--- config.mk ---
export PLATFORM = sky130hd
export DESIGN_NAME = aes_sub_bytes_seq
export DESIGN_NICKNAME = d
export VERILOG_FILES = /design/src/rtl/aes_sub_bytes_seq.sv
export SDC_FILE = /design/constraint.sdc
export NUM_CORES = 1
export LEC_CHECK = 0
export ABC_AREA = 1
export CAP_MARGIN = 20
export CORE_UTILIZATION = 45
export DETAILED_ROUTE_END_ITERATION = 7
export PLACE_DENSITY = 0.6
export SYNTH_ARGS = -nofsm -noshare
export SYNTH_HDL_FRONTEND = slang
export SYNTH_SLANG_ARGS = --single-unit
--- constraint.sdc ---
create_clock -name clk -period 22.3 [get_ports clk]
set_input_delay 6.69 -clock clk [delete_from_list [all_inputs] [get_ports clk]]
set_output_delay 6.69 -clock clk [all_outputs]
set_load 0.005 [all_outputs]
--- src/rtl/aes_sub_bytes_seq.sv ---
// Serialised AES SubBytes: one shared s_box walks the 16 state bytes, one byte per cycle.
// Latency NUM_BYTES+SBOX_LAT cycles from accept to out_valid; holds result in DONE until out_ready.
module aes_sub_bytes_seq #(
    parameter int NUM_BYTES = 16,
    parameter int SBOX_LAT  = 1
) (
    input  logic                   clk,
    input  logic                   rst,
    input  logic                   in_valid,
    output logic                   in_ready,
    input  logic [8*NUM_BYTES-1:0] in_state,
    output logic                   out_valid,
    input  logic                   out_ready,
    output logic [8*NUM_BYTES-1:0] out_state,
    output logic                   busy
);
    localparam int IW = (NUM_BYTES > 1) ? $clog2(NUM_BYTES) : 1;
    localparam int DW = (SBOX_LAT > 1) ? $clog2(SBOX_LAT) : 1;

    typedef enum logic [1:0] {IDLE, RUN, DRAIN, DONE} state_t;

    state_t                 state_q;
    logic [8*NUM_BYTES-1:0] hold_q;
    logic [8*NUM_BYTES-1:0] out_q;
    logic [IW-1:0]          idx_q;
    logic [DW-1:0]          drain_q;
    logic                   vld_q  [SBOX_LAT];
    logic [IW-1:0]          didx_q [SBOX_LAT];
    logic [7:0]             sub_q  [SBOX_LAT];
    logic [7:0]             in_byte_d;

    function automatic logic [7:0] xtime(input logic [7:0] a);
        return {a[6:0], 1'b0} ^ (a[7] ? 8'h1b : 8'h00);
    endfunction

    function automatic logic [7:0] gf_mul(input logic [7:0] a, input logic [7:0] b);
        logic [7:0] p = 8'h00;
        logic [7:0] t = a;
        for (int i = 0; i < 8; i++) begin
            if (b[i]) p = p ^ t;
            t = xtime(t);
        end
        return p;
    endfunction

    // Multiplicative inverse as x^254 (x^2 * x^4 * ... * x^128); maps 0 to 0.
    function automatic logic [7:0] gf_inv(input logic [7:0] x);
        logic [7:0] r  = 8'h01;
        logic [7:0] sq = x;
        for (int i = 1; i < 8; i++) begin
            sq = gf_mul(sq, sq);
            r  = gf_mul(r, sq);
        end
        return r;
    endfunction

    function automatic logic [7:0] sbox(input logic [7:0] x);
        logic [7:0] b;
        b = gf_inv(x);
        return b ^ {b[6:0], b[7]} ^ {b[5:0], b[7:6]} ^ {b[4:0], b[7:5]}
                 ^ {b[3:0], b[7:4]} ^ 8'h63;
    endfunction

    // Byte 0 lives in the most significant lane.
    assign in_byte_d = hold_q[8*(NUM_BYTES-1-int'(idx_q)) +: 8];

    always_ff @(posedge clk) begin
        if (rst) begin
            state_q <= IDLE;
            hold_q  <= '0;
            out_q   <= '0;
            idx_q   <= '0;
            drain_q <= '0;
            for (int k = 0; k < SBOX_LAT; k++) begin
                vld_q[k]  <= 1'b0;
                didx_q[k] <= '0;
                sub_q[k]  <= '0;
            end
        end else begin
            vld_q[0]  <= (state_q == RUN);
            didx_q[0] <= idx_q;
            sub_q[0]  <= sbox(in_byte_d);
            for (int k = 1; k < SBOX_LAT; k++) begin
                vld_q[k]  <= vld_q[k-1];
                didx_q[k] <= didx_q[k-1];
                sub_q[k]  <= sub_q[k-1];
            end
            if (vld_q[SBOX_LAT-1])
                out_q[8*(NUM_BYTES-1-int'(didx_q[SBOX_LAT-1])) +: 8] <= sub_q[SBOX_LAT-1];

            case (state_q)
                IDLE: begin
                    if (in_valid) begin
                        hold_q  <= in_state;
                        idx_q   <= '0;
                        state_q <= RUN;
                    end
                end
                RUN: begin
                    idx_q <= idx_q + IW'(1);
                    if (idx_q == IW'(NUM_BYTES-1)) begin
                        drain_q <= '0;
                        state_q <= DRAIN;
                    end
                end
                DRAIN: begin
                    drain_q <= drain_q + DW'(1);
                    if (drain_q == DW'(SBOX_LAT-1)) state_q <= DONE;
                end
                DONE: begin
                    if (out_ready) state_q <= IDLE;
                end
                default: state_q <= IDLE;
            endcase
        end
    end

    assign in_ready  = (state_q == IDLE);
    assign out_valid = (state_q == DONE);
    assign busy      = (state_q == RUN) || (state_q == DRAIN);
    assign out_state = out_q;
endmodule

# Word-level counts from Yosys, hierarchy flattened
# Memory sizes are Yosys's and may differ from the RTL's.
# Index checks and enable logic that the tools add are counted.
[word_totals]
mem_bits_rw = 13
elab_cells = 563
n_memories = 3
inputBits = 132
reg_bits = 263
output_inout_bits = 131
[op_classes]
n_eq_ne = 8
shifts = 3
n_addsub = 5
bitwise = 194
n_reduce_logical = 11
n_mux = 334
[mem_list]
columns = ["memory", "words", "width", "rd", "rd_clocked_by_memory_dff", "wr", "line_no", "rtl"]
rows = [
  ["sub_q", 1, 8, 1, 0, 1, "29", "logic [7:0] sub_q [SBOX_LAT];"],
  ["didx_q", 1, 4, 1, 0, 1, "28", "logic [IW-1:0] didx_q [SBOX_LAT];"],
  ["vld_q", 1, 1, 1, 0, 1, "27", "logic vld_q [SBOX_LAT];"],
]
[op_table]
columns = ["operator", "count"]
rows = [
  ["$mux 8", 218],
  ["$xor 8x8->8", 95],
  ["$xor 8x5->8", 91],
  ["$mux 5", 92],
  ["$bwmux 128", 1],
  ["$shift 8x33->128 const A", 1],
  ["$shiftx 128x8->8", 1],
  ["$shiftx 8x33->128", 1],
  ["$neg 8->33", 1],
  ["$mux 4", 3],
  ["$mux 2", 5],
  ["$sub 4x4->5 const A", 2],
  ["$mux 1", 9],
  ["$pmux 2 s4", 1],
  ["$pmux 4 s2", 1],
  ["$reduce_or 8->1", 1],
  ["$mux 7", 1],
  ["$not 1->1", 7],
  ["$mux 6", 1],
  ["$reduce_and 2->1", 3],
  ["$add 4x1->4 const B", 1],
  ["$eq 2x2->1 const B", 2],
  ["$eq 4x4->1 const B", 1],
  ["$ne 2x1->1 const B", 2],
  ["12 further kinds", 14],
]

# Longest topological paths before layout
[logic_depth]
word_depth = 192
mapped_depth = 138
mapped_depth_nobuf = 132

# Worst setup path after synthesis
# No wires, ideal clock.
[synth_path]
path_type = "reg-to-reg"
from = "register idx_q[0]"
to = "memory sub_q[0][4]"
period_less_slack_ns = 13.091
setup_time_ns = 0.113
stages_incl_launch_ff = 113
path_buffers = 14
setup_slack_ns = 9.209
arrival_time_ns = 12.978
required_ns = 22.187
path_cell_list = "dfxtp_1 -> buf_6 -> buf_4 -> nand2_1 -> nand3_1 -> nand2_1 -> nand2_1 -> nand2_4 -> inv_2 -> nand2_4 -> buf_6 -> buf_2 -> ha_1 -> inv_1 -> nand3_1 -> nand2_1 -> nand2_1 -> nand3_1 -> [77 not listed] -> nand2_1 -> inv_1 -> nand2_1 -> nand2_1 -> nand2_1 -> nand2_1 -> inv_1 -> nand2_1 -> nand2_1 -> inv_2 -> nand2_1 -> nand3_1 -> nand2_1 -> nand2_1 -> nand2_1 -> nand2_1 -> nand2_1 -> nor2_1"
[synth_via]
elab_chain_cells = 191
elab_cells_between_ends = 504
classes_between = "1 x add/sub; 1 x shift; 316 x mux; 186 x bitwise"
[synth_rtl]
columns = ["item", "line_no", "rtl"]
rows = [
  ["start, declared", "25", "logic [IW-1:0] idx_q;"],
  ["start signal, assigned", "100", "idx_q <= idx_q + IW'(1);"],
  ["$sub 4x4->5 *", "65", "assign in_byte_d = hold_q[8*(NUM_BYTES-1-int'(idx_q)) +: 8];"],
  ["$shiftx 128x8->8 *", "65", ""],
  ["$mux 8 / $mux 5 (equally long branches)", "40, 33", ""],
  ["$mux 8 / $xor 8x5->8 (equally long branches)", "68, 33", ""],
  ["$xor 8x8->8", "40", "if (b[i]) p = p ^ t;"],
  ["$mux 8", "40", ""],
  ["$mux 8", "68", "if (rst) begin"],
  ["$xor 8x8->8", "40", ""],
  ["[173 not listed]", "-", ""],
  ["$mux 8", "40", ""],
  ["$mux 8", "68", ""],
  ["$xor 8x8->8", "40", ""],
  ["$mux 8 *", "40", ""],
  ["$mux 8 *", "68", ""],
  ["$xor 8x8->8 (3 in a row)", "60", "return b ^ {b[6:0], b[7]} ^ {b[5:0], b[7:6]} ^ {b[4:0], b[7:5]}"],
  ["$xor 8x8->8 *", "61", "^ {b[3:0], b[7:4]} ^ 8'h63;"],
  ["$mux 8 (no line) *", "-", ""],
  ["end, declared", "29", ""],
]
# Every way passes the cells marked *; elsewhere a longest branch is shown, timed or not. The select of a mux whose other input is x is not followed.

# Final worst setup path
[layout_path]
from = "register idx_q[0]"
to = "memory sub_q[0][0]"
[layout_via]
elab_chain_cells = 192
elab_cells_between_ends = 505
classes_between = "1 x add/sub; 1 x shift; 316 x mux; 187 x bitwise"
[layout_rtl]
columns = ["item", "line_no"]
rows = [
  ["$sub 4x4->5 *", "65"],
  ["$shiftx 128x8->8 *", "65"],
  ["$mux 8 / $mux 5 (equally long branches)", "40, 33"],
  ["$mux 8 / $xor 8x5->8 (equally long branches)", "68, 33"],
  ["$xor 8x8->8", "40"],
  ["$mux 8", "40"],
  ["$mux 8", "68"],
  ["$xor 8x8->8", "40"],
  ["[174 not listed]", "-"],
  ["$mux 8", "68"],
  ["$xor 8x8->8", "40"],
  ["$mux 8 *", "40"],
  ["$mux 8 *", "68"],
  ["$xor 8x8->8 (3 in a row)", "60"],
  ["$xor 8x8->8 *", "61"],
  ["$not 4->4 (no line) *", "-"],
  ["$mux 8 (no line) *", "-"],
]
# Marks and branches as above.

==> metrics.md <==
| Metric | Value |
|---|---|
| Clk_lat worst skew | `600 ps` |
| IO Port Bufs | `262` |
| Post-layout net count | `6052` |
| CP startpoint kind | `flip-flop` |
| Reg-to-reg setup timing slack | `5950 ps` |
| Synth warnings | `0` |
| WS Path Type | `reg2reg` |
| Min Hold Slack | `446 ps` |
| Area growth from synthesis to layout | `11.6%` |
| Final Max Slew Viols | `0` |
| DR vias | `around 36000` |
| CTS Buffer Depth | `3` |
| Die width | `267 µm` |
| Fin cells | `~6900` |
| Total CTS buffers | `31` |
| Final period util | `about 73%` |
| R2r endpoint | `sub_q[0][0]` |
| Post-synth top flop | `dfxtp_1` |
| Syn Area/Cell | `5.45 µm²` |
| Unique masters post-synth | `56` |
| Synth area leaders | `nand2_1 26%, dfxtp_1 17%, nand3_1 13%, inv_1 6.3%, nor2_1 3.9%` |
| Multi-input logic area | `about 22000 µm²` |
| Worst slew margin | `a little under two fifths` |
| Hold Crit Endpoint | `out_state[114]` |
| Post-Route WL | `112000 µm` |
| Async S/R FF share, synth | `0%` |
| DR pass1 iterations | `8` |
| Largest net degree at the start of global routing | `107` |
| CP arrival | `16850 ps` |
| Vias per cell | `5.31` |
| Critical path buffer and inverter count | `17` |
| Worst-Margin Slew | `934 ps` |
| Slowest stage delay, CP | `between 700 and 800 ps` |
| Die ar. | `between 70000 and 80000 µm²` |
| Hold Vio Cnt, Final | `0` |
| Setup Skew | `23.2 ps` |
| Syn_nets | `5957` |
| Yosys reg bits | `about 280` |
| Drt drc | `0` |
| Clk slew on worst S/H paths | `roughly 60 ps` |
| Placed cells | `6804` |
| Wire length per cell | `16.3 µm` |
| Clk root buf | `clkbuf_16` |
| Setup TNS | `0 ps` |
| Crit path max fanout | `45` |
| Status | `finished clean` |
| Synthesized area | `31700 µm²` |
| First-pass GRT wire length | `176000 µm` |
| Fillers | `7544` |
| Antenna violations before repair | `17` |
| CTS tree | `done` |
| Crit Reg-Reg Startpoint | `idx_q[0]` |
| Max cap viols | `0` |
| Synth Instances | `5811` |
| Worst R2R Path Depth | `107` |
| Postcts setup bufs | `0` |
| Post-detail-place hpwl | `85800 µm` |
| Yosys top cell area share | `between 20% and 30%` |
| Number of flops mapped to enable cells by yosys | `0` |
| H-Tree Depth | `1` |
| Hold Crit Class | `reg2reg` |
| GR Overflow Total | `0` |
| Final setup vio count | `0` |
| Hold Startpoint | `out_state[114]` |
| Clk sink count | `around 280` |
| RePlAce Congestion | `roughly 0.96` |
| Core Util, Final | `51.2%` |
| Cts hold-fix bufs | `0` |
| Worst path slowest cell | `dfxtp_2` |
| Fmax | `0.0611 GHz` |
| Core Rows | `96` |
| Post-route minimum period | `16350 ps` |
| Synth area leader | `nand2_1` |
| Endpoint type of the worst setup path | `flip-flop` |
| CP most frequent cell | `nand2_1` |
| Die Y | `267 µm` |
| IO Count | `between 200 and 300` |
| Initial Util | `between 40% and 50%` |
| Routed Antenna Nets | `0` |
| CTS resizes | `0` |
| Vias in the first global route | `~32000` |
| Layout cells sized above 1 | `8.55%` |
| Drt first-iter violations | `2991` |
| Overall routing resource usage | `30.5%` |
| Register area | `5530 µm²` |
| Core area | `69100 µm²` |
| Critical Path RT | `22800 ps` |
| Sequential area share after synthesis | `~17%` |
| Unrepaired setup endpoints after global routing | `false` |
| Delay-heaviest family, CP | `simple AND/OR/NAND/NOR gates` |
| Hold depth | `2` |
-- worst reg2reg max path, delay by kind of cell, from the launching register on --
| kind | cells | cell delay (ps) |
|---|---|---|
| AOI/OAI and AO/OA | 1 | 120 |
| and+or+nand+nor | 82 | 10960 |
| adders and majority gates | 3 | 1230 |
| buffers and inverters | 17 | 2260 |
| xor gates and xnor gates | 4 | 890 |
| DFF | 1 | 710 |
-- per-layer routing --
metal  global-route usage [%]  wire (µm)
met1                     40.1      50300
met2                     50.3      50400
met3                     4.69       7420
met4                     10.5       3950
met5                        0        171
-- worst max path at each step --
stage / from / to / slack (ps) / depth (start not counted)
final: idx_q[0] / sub_q[0][0] / 5950 / 107
after floorplan: idx_q[0] / sub_q[0][4] / 9210 / 112
after detailed placement: idx_q[0] / sub_q[0][0] / 6220 / 109
after CTS: idx_q[0] / sub_q[0][0] / 6170 / 110
after global routing: idx_q[0] / sub_q[0][0] / 4090 / 110
after global placement: idx_q[0] / sub_q[0][4] / 6320 / 115
-- layout by cell type, fill, tap and decap left out, types with 37 or more instances in the layout --
master and instances:
a21oi_1 243, clkdlybuf4s50_1 261, dfxtp_1 274, inv_1 527, inv_2 144, nand2_1 2231
nand2_2 164, nand2_4 45, nand3_1 823, nand3b_1 55, nand4_1 100, nor2_1 331
nor3_1 57, o21ai_0 176, o21ai_1 37, xnor2_1 50, xor2_1 101
-- metrics by stage --
| stage | worst slack (ps) | cell area [µm²] |
|---|---|---|
| finish | 5950 | 35300 |
| global route | 4090 | 35300 |
| CTS | 6170 | 35300 |
| detailed placement | 6220 | 34300 |
| global placement | 6320 | 34300 |
| floorplan | 9210 | 31700 |
-- cell usage after synthesis, types with 4 or more instances --
cell         n
xor2_4       5
xnor2_1     50
nor4_1       9
nand4_1    100
inv_2      144
o21ai_0    176
buf_6       38
xor2_1     101
buf_4       32
a21o_1       4
clkinv_1    14
nand3b_1    55
or2_1       15
o22ai_1      5
inv_4        4
a31oi_1     29
nor2_1     332
buf_1        9
a21oi_1    243
o211ai_1     9
a211oi_1    20
clkbuf_1    93
o21ai_1     37
nor2_8       4
nand3_1    823
nor2_4       5
nor2_2      18
nand2_4     44
xor2_2      11
xnor2_2      5
nor3_1      57
inv_1      529
ha_1        14
nand3_2     31
nand2_1   2232
o21bai_1    15
buf_2       39
dfxtp_1    276
nand2_2    164
-- area by class of cell --
cell class,instances,share of cell area (%)
Timing Repair Buffer,273,7.65
Antenna cell,7,0.0496
Multi-Input combinational cell,4632,63.1
Sequential cell,276,15.6
Clock buffer,46,2.55
Clock inverter,8,0.308
Tap cell,931,3.30
Inverter,692,7.40
-- cells by family (layout without fill, tap and decap cells) --
family / after synthesis / in the layout / synth area share [%]
other: 0 / 7 / 0
buffers and inverters: 903 / 1019 / 12.2
AND/OR/NAND/NOR: 3897 / 3897 / 54.9
XOR/XNOR: 175 / 175 / 5.67
AO/OA/AOI/OAI: 546 / 546 / 9.26
flip-flops: 276 / 276 / 17.5
adder cells (fa/ha/maj): 14 / 14 / 0.553
-- sequential cells by signal, indices dropped and copies added, names as in the netlist --
| name | count |
|---|---|
| didx_q | 4 |
| drain_q | 1 |
| state_q | 2 |
| vld_q | 1 |
| idx_q | 4 |
| sub_q | 8 |
| out_state | 128 |
| hold_q | 128 |
Power is left out: the tool's default activity adds up to more than one toggle a clock period on the data nets, which glitch-free logic cannot reach.
